$ cat config.mk
export PLATFORM = sky130hd
export DESIGN_NAME = elevator_ctrl
export DESIGN_NICKNAME = d
export VERILOG_FILES = /design/src/rtl/elevator_ctrl.sv
export SDC_FILE = /design/constraint.sdc
export NUM_CORES = 1
export LEC_CHECK = 0
export CELL_PAD_IN_SITES_DETAIL_PLACEMENT = 1
export CELL_PAD_IN_SITES_GLOBAL_PLACEMENT = 2
export CORE_ASPECT_RATIO = 0.75
export CORE_MARGIN = 5
export CORE_UTILIZATION = 23
export DETAILED_ROUTE_END_ITERATION = 7
export GPL_TIMING_DRIVEN = 0
export PLACE_DENSITY_LB_ADDON = 0.1
export SLEW_MARGIN = 30
export SYNTH_ARGS = -nofsm -noshare
export SYNTH_HDL_FRONTEND = slang
export SYNTH_SLANG_ARGS = --single-unit
$ cat constraint.sdc
create_clock -name clk -period 5.3 [get_ports clk]
set_input_delay 1.59 -clock clk [delete_from_list [all_inputs] [get_ports clk]]
set_output_delay 1.59 -clock clk [all_outputs]
set_load 0.1 [all_outputs]
$ cat src/rtl/elevator_ctrl.sv
// Elevator scheduler: consumes the latched hall/car request bitmaps, moves the
// car with a directional-sweep policy and returns one-cycle clear pulses for
// every request it services. Every output comes straight from a flop.
module elevator_ctrl #(
  parameter int FLOOR       = 6,
  parameter int FLOOR_W     = 3,
  parameter int MOVE_CYCLES = 200,
  parameter int DOOR_CYCLES = 400
) (
  input  logic               clk,
  input  logic               rst,
  input  logic [FLOOR-1:0]   req_up,
  input  logic [FLOOR-1:0]   req_down,
  input  logic [FLOOR-1:0]   req_inside,
  output logic [FLOOR-1:0]   clr_up,
  output logic [FLOOR-1:0]   clr_down,
  output logic [FLOOR-1:0]   clr_inside,
  output logic [FLOOR_W-1:0] cur_floor,
  output logic [1:0]         dir,
  output logic               moving,
  output logic               door_open
);

  localparam int MOVE_W = (MOVE_CYCLES > 1) ? $clog2(MOVE_CYCLES) : 1;
  localparam int DOOR_W = (DOOR_CYCLES > 1) ? $clog2(DOOR_CYCLES) : 1;

  localparam logic [MOVE_W-1:0]  MOVE_LAST = MOVE_W'(MOVE_CYCLES - 1);
  localparam logic [DOOR_W-1:0]  DOOR_LAST = DOOR_W'(DOOR_CYCLES - 1);
  localparam logic [MOVE_W-1:0]  MOVE_ONE  = MOVE_W'(1'b1);
  localparam logic [DOOR_W-1:0]  DOOR_ONE  = DOOR_W'(1'b1);
  localparam logic [FLOOR_W-1:0] FLOOR_ONE = FLOOR_W'(1'b1);
  localparam logic [FLOOR-1:0]   VEC_ONE   = FLOOR'(1'b1);

  localparam logic [1:0] DIR_NONE = 2'b00;
  localparam logic [1:0] DIR_UP   = 2'b01;
  localparam logic [1:0] DIR_DOWN = 2'b10;

  typedef enum logic [1:0] {
    IDLE   = 2'b00,
    MOVE   = 2'b01,
    ARRIVE = 2'b10,
    DOOR   = 2'b11
  } ctrlState_e;

  // One-hot selector of floor f within a request bitmap.
  function automatic logic [FLOOR-1:0] floorOneHot(input logic [FLOOR_W-1:0] f);
    return VEC_ONE << f;
  endfunction

  // All floor bits strictly below floor f.
  function automatic logic [FLOOR-1:0] floorsBelow(input logic [FLOOR_W-1:0] f);
    return (VEC_ONE << f) - VEC_ONE;
  endfunction

  ctrlState_e         state_r, nextState_s;
  logic [MOVE_W-1:0]  moveCnt_r, nextMoveCnt_s;
  logic [DOOR_W-1:0]  doorCnt_r, nextDoorCnt_s;
  logic [FLOOR_W-1:0] nextFloor_s;
  logic [1:0]         nextDir_s;
  logic [FLOOR-1:0]   nextClrUp_s, nextClrDown_s, nextClrInside_s;
  logic               nextMoving_s, nextDoorOpen_s;

  logic [FLOOR-1:0]   pend_s, hereMask_s, belowMask_s, aboveMask_s;
  logic               above_s, below_s, here_s, dirUp_s, dirDown_s;
  logic               furtherAhead_s, stopHere_s, doorRetrig_s;
  logic [FLOOR-1:0]   svcUp_s, svcDown_s, svcInside_s;
  logic [FLOOR-1:0]   freshUp_s, freshDown_s, freshInside_s;

  assign pend_s      = req_up | req_down | req_inside;
  assign hereMask_s  = floorOneHot(cur_floor);
  assign belowMask_s = floorsBelow(cur_floor);
  assign aboveMask_s = ~(belowMask_s | hereMask_s);
  assign above_s     = |(pend_s & aboveMask_s);
  assign below_s     = |(pend_s & belowMask_s);
  assign here_s      = |(pend_s & hereMask_s);
  assign dirUp_s     = (dir == DIR_UP);
  assign dirDown_s   = (dir == DIR_DOWN);

  // Is anything still pending beyond this floor in the current travel direction?
  always_comb begin
    furtherAhead_s = 1'b0;
    case (dir)
      DIR_UP:   furtherAhead_s = above_s;
      DIR_DOWN: furtherAhead_s = below_s;
      default:  furtherAhead_s = 1'b0;
    endcase
  end

  // Stop decision at the floor just reached.
  assign stopHere_s = (|(req_inside & hereMask_s))
                    | (dirUp_s   & (|(req_up   & hereMask_s)))
                    | (dirDown_s & (|(req_down & hereMask_s)))
                    | (here_s & ~furtherAhead_s);

  // Requests at this floor that an open door services; the opposite hall call
  // is only taken when the sweep has nothing left ahead.
  assign svcInside_s = req_inside & hereMask_s;
  assign svcUp_s     = (!dirDown_s || !furtherAhead_s) ? (req_up & hereMask_s)   : '0;
  assign svcDown_s   = (!dirUp_s   || !furtherAhead_s) ? (req_down & hereMask_s) : '0;

  // A bit being cleared this cycle is still high on the input; it is not new.
  assign freshUp_s     = svcUp_s     & ~clr_up;
  assign freshDown_s   = svcDown_s   & ~clr_down;
  assign freshInside_s = svcInside_s & ~clr_inside;
  assign doorRetrig_s  = |(freshUp_s | freshDown_s | freshInside_s);

  // State, position, direction, counters and registered outputs.
  always_ff @(posedge clk or posedge rst) begin
    if (rst) begin
      state_r    <= IDLE;
      moveCnt_r  <= '0;
      doorCnt_r  <= '0;
      cur_floor  <= '0;
      dir        <= DIR_NONE;
      moving     <= 1'b0;
      door_open  <= 1'b0;
      clr_up     <= '0;
      clr_down   <= '0;
      clr_inside <= '0;
    end else begin
      state_r    <= nextState_s;
      moveCnt_r  <= nextMoveCnt_s;
      doorCnt_r  <= nextDoorCnt_s;
      cur_floor  <= nextFloor_s;
      dir        <= nextDir_s;
      moving     <= nextMoving_s;
      door_open  <= nextDoorOpen_s;
      clr_up     <= nextClrUp_s;
      clr_down   <= nextClrDown_s;
      clr_inside <= nextClrInside_s;
    end
  end

  // Sweep scheduling: next state, direction, floor and counter values.
  always_comb begin
    nextState_s   = state_r;
    nextDir_s     = dir;
    nextFloor_s   = cur_floor;
    nextMoveCnt_s = moveCnt_r;
    nextDoorCnt_s = doorCnt_r;
    case (state_r)
      IDLE: begin
        nextMoveCnt_s = '0;
        nextDoorCnt_s = '0;
        if (here_s) begin
          nextState_s = DOOR;
        end else if (dirUp_s && above_s) begin
          nextState_s = MOVE;
        end else if (dirDown_s && below_s) begin
          nextState_s = MOVE;
        end else if (above_s) begin
          nextDir_s   = DIR_UP;
          nextState_s = MOVE;
        end else if (below_s) begin
          nextDir_s   = DIR_DOWN;
          nextState_s = MOVE;
        end else begin
          nextDir_s   = DIR_NONE;
        end
      end
      MOVE: begin
        if (moveCnt_r == MOVE_LAST) begin
          nextMoveCnt_s = '0;
          nextState_s   = ARRIVE;
          if (dirUp_s) begin
            nextFloor_s = cur_floor + FLOOR_ONE;
          end else if (dirDown_s) begin
            nextFloor_s = cur_floor - FLOOR_ONE;
          end else begin
            nextFloor_s = cur_floor;
          end
        end else begin
          nextMoveCnt_s = moveCnt_r + MOVE_ONE;
        end
      end
      ARRIVE: begin
        nextMoveCnt_s = '0;
        nextDoorCnt_s = '0;
        if (stopHere_s) begin
          nextState_s = DOOR;
        end else begin
          nextState_s = MOVE;
        end
      end
      DOOR: begin
        if (doorRetrig_s) begin
          nextDoorCnt_s = '0;
        end else if (doorCnt_r == DOOR_LAST) begin
          nextDoorCnt_s = '0;
          nextState_s   = IDLE;
        end else begin
          nextDoorCnt_s = doorCnt_r + DOOR_ONE;
        end
      end
      default: begin
        nextState_s = IDLE;
      end
    endcase
  end

  // Next values of status flags and clear pulses.
  always_comb begin
    nextMoving_s    = (nextState_s == MOVE);
    nextDoorOpen_s  = (nextState_s == DOOR);
    nextClrUp_s     = '0;
    nextClrDown_s   = '0;
    nextClrInside_s = '0;
    if ((nextState_s == DOOR) && (state_r != DOOR)) begin
      nextClrUp_s     = svcUp_s;
      nextClrDown_s   = svcDown_s;
      nextClrInside_s = svcInside_s;
    end else if ((state_r == DOOR) && doorRetrig_s) begin
      nextClrUp_s     = freshUp_s;
      nextClrDown_s   = freshDown_s;
      nextClrInside_s = freshInside_s;
    end else begin
      nextClrUp_s     = '0;
      nextClrDown_s   = '0;
      nextClrInside_s = '0;
    end
  end

endmodule
Word-level counts from Yosys, hierarchy flattened
Index checks and enable logic that the tools add are counted.
W data, S select, Z words.

operators by class
  shift operators = 1
  add/subtract/negate cells = 5
  reduce and logical (&&, ||, !) cells = 23
  multiplexer cells = 28
  equal/unequal tests = 10
  bitwise logic cells = 28

operators with widths
  kind                   number
  $and A6 B6 Y6          9
  $mux W6                8
  $reduce_or A6 Y1       7
  $or A6 B6 Y6           5
  $not A6 Y6             4
  $mux W2                11
  $mux W9                2
  $pmux W9 S2            1
  $pmux W8 S2            1
  $add A9 B1 Y9 const B  1
  $eq A9 B9 Y1 const B   1
  $add A8 B1 Y8 const B  1
  $eq A2 B2 Y1 const B   4
  $eq A8 B8 Y1 const B   1
  $mux W8                1
  $pmux W2 S4            1
  $eq A2 B1 Y1 const B   3
  $mux W3                2
  $reduce_bool A2 Y1     3
  $shl A1 B3 Y6 const A  1
  $sub A6 B1 Y6 const B  1
  $logic_and A1 B1 Y1    4
  $not A1 Y1             4
  $reduce_and A4 Y1      1
  11 further kinds       18

word-level totals
  logic and storage cells = 105
  register bits = 44
  output and inout bits = 25

Logic depth before layout (Yosys ltp)
  depth in word-level cells = 19
  gate-level depth with buffers = 14
  gate-level depth less buffers = 12

Least setup slack after synthesis
No wires, ideal clock.

  path kind = reg-to-reg
  start = register cur_floor[0]
  end = register doorCnt_r[6]
  buffers on the path = 0
  slack = 1,779 ps
  stages on the path, launching flop included = 13
  arrival time = 3,434 ps
  required time = 5,213 ps
  library setup time = 87 ps
  path through = dfrtp_1 -> nor3b_2 -> inv_1 -> ha_1 -> inv_1 -> ha_1 -> inv_1 -> o221ai_1 -> a221oi_4 -> a21oi_2 -> o221ai_4 -> or4_1 -> o211ai_1

between the ends
  word-level cells in the longest chain between the ends = 16
  elaborated cells between the ends (all ways) = 25
  those cells by class = add/sub (1); shift (1); mux (5); bitwise (12); reduce/logical (6)

RTL lines
  what                                          RTL line  source
  from (decl)                                   18        output logic [FLOOR_W-1:0] cur_floor,
  from (signal assigned)                        124       cur_floor <= nextFloor_s;
  $shl A1 B3 Y6 (*)                             47, 52
  $sub A6 B1 Y6                                 52        return (VEC_ONE << f) - VEC_ONE;
  $or A6 B6 Y6                                  72        assign aboveMask_s = ~(belowMask_s | hereMask_s);
  $not A6 Y6                                    72
  $and A6 B6 Y6                                 73        assign above_s = |(pend_s & aboveMask_s);
  $reduce_or A6 Y1                              73
  $pmux W1 S2                                   82        case (dir)
  $logic_not A1 Y1                              98, 99
  $logic_or A1 B1 Y1, on equally long branches  98, 99
  $mux W6, on equally long branches             98, 99
  $and A6 B6 Y6, on equally long branches       102, 103
  $or A6 B6 Y6                                  105       assign doorRetrig_s = |(freshUp_s | freshDown_s | freshInside_s);
  $or A6 B6 Y6 (*)                              105
  $reduce_or A6 Y1 (*)                          105
  $mux W9 (*)                                   186       if (doorRetrig_s) begin
  $pmux W9 S2 (*)                               141       case (state_r)
  to (signal assigned)                          123       doorCnt_r <= nextDoorCnt_s;
  to (decl)                                     57        logic [DOOR_W-1:0] doorCnt_r, nextDoorCnt_s;

Mark *: on every way between the ends. The rest lies on a longest branch, timed or not.
A chain may end at the register's enable or synchronous reset.

Worst setup path in the final report
  start = input req_up[5]
  end = register clr_up[2]

between the ends
  word-level cells in the longest chain between the ends = 17
  elaborated cells between the ends (all ways) = 42
  those cells by class = eq/ne (1); mux (13); bitwise (16); reduce/logical (12)

RTL lines
  what                                          RTL line  source
  from (decl)                                   12        input logic [FLOOR-1:0] req_up,
  $or A6 B6 Y6 (2 in series)                    69        assign pend_s = req_up | req_down | req_inside;
  $and A6 B6 Y6, on equally long branches       74, 73
  $reduce_or A6 Y1, on equally long branches    74, 73
  $pmux W1 S2                                   82
  $logic_not A1 Y1                              98, 99
  $logic_or A1 B1 Y1, on equally long branches  98, 99
  $mux W6, on equally long branches             98, 99
  $and A6 B6 Y6, on equally long branches       102, 103
  $or A6 B6 Y6 (2 in series)                    105
  $reduce_or A6 Y1                              105
  $mux W2                                       186
  $pmux W2 S4                                   141
  $eq A2 B2 Y1                                  208       if ((nextState_s == DOOR) && (state_r != DOOR)) begin
  $logic_and A1 B1 Y1                           208
  $mux W6 (*)                                   208
  via nextClrUp_s[2]                            60        logic [FLOOR-1:0] nextClrUp_s, nextClrDown_s, nextClrInside_s;
  to (signal assigned)                          128       clr_up <= nextClrUp_s;
  to (decl)                                     15        output logic [FLOOR-1:0] clr_up,

The timed path passes the listed nets; every way through them passes the cells marked *.

==> reports/metrics.yaml <==
power_and_ir_drop:
  cellLeakagePower_nw: 1.60
  p_switching_mw: 0.238
  ir_drop_mv: 0.103
  combinationalPowerShare: 0.158
  switching_share: 0.288
  p_seq_frac: 0.442
  finalPower_mw: 0.826
  p_int_mw: 0.589
  p_per_area_nw_per_um2: 214
  p_clk_frac: 0.400
sta:
  slew_headroom: 0.343
  tightest_slew_ps: 982
  fmax_ghz: 0.238
  tns_ps: 0
  finalHoldViolations: 0
  finalCriticalPeriod_ps: 4210
  clock_skew_ps: 5.41
  timing.final.crit_share: 0.794
  setup_viol: 0
  drv_slew: 0
  rsz0062_at_grt: "false"
routing:
  viasPerCell: 4.81
  vias: 2664
  wl_per_cell_um: 19.6
  drtIter0Drc: 159
  routed_wl_um: 10800
  ant_nets: 0
  drc: 0
  first_pass_iters: 4
synth:
  ys_top_cells_by_area: "dfrtp_1, nand2_1, ha_1"
  ys_ff_latch: 44
  yosys_warnings: 0
  synth.distinct_cells: 66
  synthArstFlopShare: 1.00
  seq_area_frac_synth: 0.363
  synthFlopType: "dfrtp_1"
  syn-cell-area_um2: 3030
  synth-edff-count: 0
  syn_avg_cell_area_um2: 9.19
  synth_common_cells: "nand2_1, dfrtp_1, nor2_1"
  netlist.area_leader.share: 0.363
  synth_cells: 330
  synth.most_common_cell: "nand2_1"
  synth_top_cell_by_area: "dfrtp_1"
  synth_nets: 361
place:
  place.gp.congestion: 0.828
  placed_cells: 546
  place_area_um2: 3710
  hpwl_um: 8340
  port_buffers: 44
clock_network:
  post_cts_resized: 0
  clockBufferDepth: 2
  cts_buffers: 5
  clkLatencyLatePin_ps: 290
  cts_tree: "yes"
  postCtsSetupRepairBufs: 0
  cts_htree_levels: 2
  clock_sinks: 44
  holdBufCountCts: 0
  clkTransAtPathRegs_ps: 70
  root_buffer: "clkbuf_16"
worst_setup_path:
  end_kind: "flop"
  crit_fanout: 10
  path_class: "in2reg"
  cp_data_arrival_time_ps: 4380
  required_ps: 5470
  startpoint_type: "primary input"
die:
  io_pins: 45
  die-width_um: 143
  die_y_um: 109
  initial_core_util: 0.234
  rows: 36
  core_um2: 13000
  fp.dieArea_um2: 15600
layout:
  synthToLayoutAreaGrowth_pct: 27.3
  post_layout_nonfiller_instances: 554
  final_core_util: 0.297
  nNetsFinal: 413
  drive_above_1_share: 0.151
  diodes: 0
  design_area_um2: 3860
grt:
  grt_max_degree: 25
  grt_pass1_vias: 2792
  overflow: 0
  antenna_found_initial: 0
  track_usage: 0.144
  grt_pass1_wl_um: 17000
hold_path:
  hp-class: "reg2reg"
outcome:
  status: "complete, no violations"
flow_run:
  max_cap_viol_count: 0
## metrics by stage
step / setup WS, ps / hold WS (ps)
after floorplan: 1780 / 476
after detailed placement: 790 / 505
final: 1090 / 515
after CTS: 1110 / 517
after global routing: 918 / 535
after global placement: 794 / 507
## critical path, cell delays in order
cell,delay [ps]
clkdlybuf4s50_1,470
o31ai_1,360
o221ai_1,290
a221oi_4,400
a21oi_2,260
o221ai_4,470
nand2_2,100
a2111oi_2,410
## state kept, by name, indices dropped and copies added (netlist names)
name	flops
clr_down	6
clr_inside	6
clr_up	6
cur_floor	3
dir	2
doorCnt_r	9
door_open	1
moveCnt_r	8
moving	1
state_r	2
## power groups by stage
stage,logic [mW],registers (mW),clock network [mW]
6_report,0.131,0.365,0.330
5_1_grt,0.144,0.367,0.362
4_1_cts,0.133,0.365,0.347
3_5_place_dp,0.132,0.371,0
3_3_place_gp,0.130,0.371,0
2_1_floorplan,0.0639,0.386,0
## cell type report
class,count,area (um^2)
clock inverters,1,7.51
multi-input cells,251,1770
flip-flops and latches,44,1100
well taps,171,214
clock buffers,7,143
repair buffers,45,460
fillers,1498,9110
inverters,21,81.3
plain buffers,14,82.6
## path summary, 6_finish.rpt
check                      cells past startpoint      endpoint         start  slack [ps]
max                                            8     clr_up[2]     req_up[5]        1090
min reg2reg                                    1  doorCnt_r[0]  doorCnt_r[0]         510
max reg2reg                                   13  doorCnt_r[5]  cur_floor[2]        1520
min in group asynchronous                      2  doorCnt_r[6]           rst        1610
min                                            1  doorCnt_r[0]  doorCnt_r[0]         510
max in group asynchronous                      3  cur_floor[2]           rst        3240
## layout by cell type (no fill, tap or decap), types with 4 or more instances in the layout
| cell | Yosys | layout |
|---|---|---|
| inv_1 | 21 | 20 |
| clkdlybuf4s50_1 | 0 | 44 |
| a211oi_2 | 8 | 8 |
| clkbuf_1 | 5 | 6 |
| clkbuf_16 | 0 | 5 |
| o22ai_1 | 10 | 10 |
| ha_1 | 10 | 10 |
| nand3_1 | 8 | 8 |
| a21oi_1 | 14 | 14 |
| nand2_2 | 9 | 9 |
| nor2_1 | 28 | 28 |
| buf_2 | 6 | 6 |
| mux2i_1 | 4 | 4 |
| nand2b_1 | 7 | 7 |
| o21ai_0 | 7 | 7 |
| and3b_1 | 4 | 4 |
| dfrtp_1 | 44 | 44 |
| xor2_1 | 6 | 6 |
| nor3_1 | 7 | 7 |
| o31ai_1 | 4 | 4 |
| nand2_1 | 45 | 45 |
| or4_1 | 4 | 4 |
## per-layer routing
layer	vias to the layer above	routed length [um]	GRT usage
met5	-	0	0
met1	1313	5920	0.227
met2	44	4350	0.195
li1	1300	-	-
met4	0	89	0.0292
met3	7	479	0.0322
## logic make-up after synthesis
| family | after synthesis | share of synthesized area |
|---|---|---|
| adder cells (fa/ha/maj) | 11 | 0.0479 |
| flip-flops | 44 | 0.363 |
| XOR/XNOR | 9 | 0.0260 |
| multiplexers | 8 | 0.0318 |
| buffers and inverters | 35 | 0.0532 |
| AND/OR/NAND/NOR | 146 | 0.265 |
| AO/OA/AOI/OAI | 77 | 0.213 |
No activity file was read; power rests on OpenSTA's default activity.
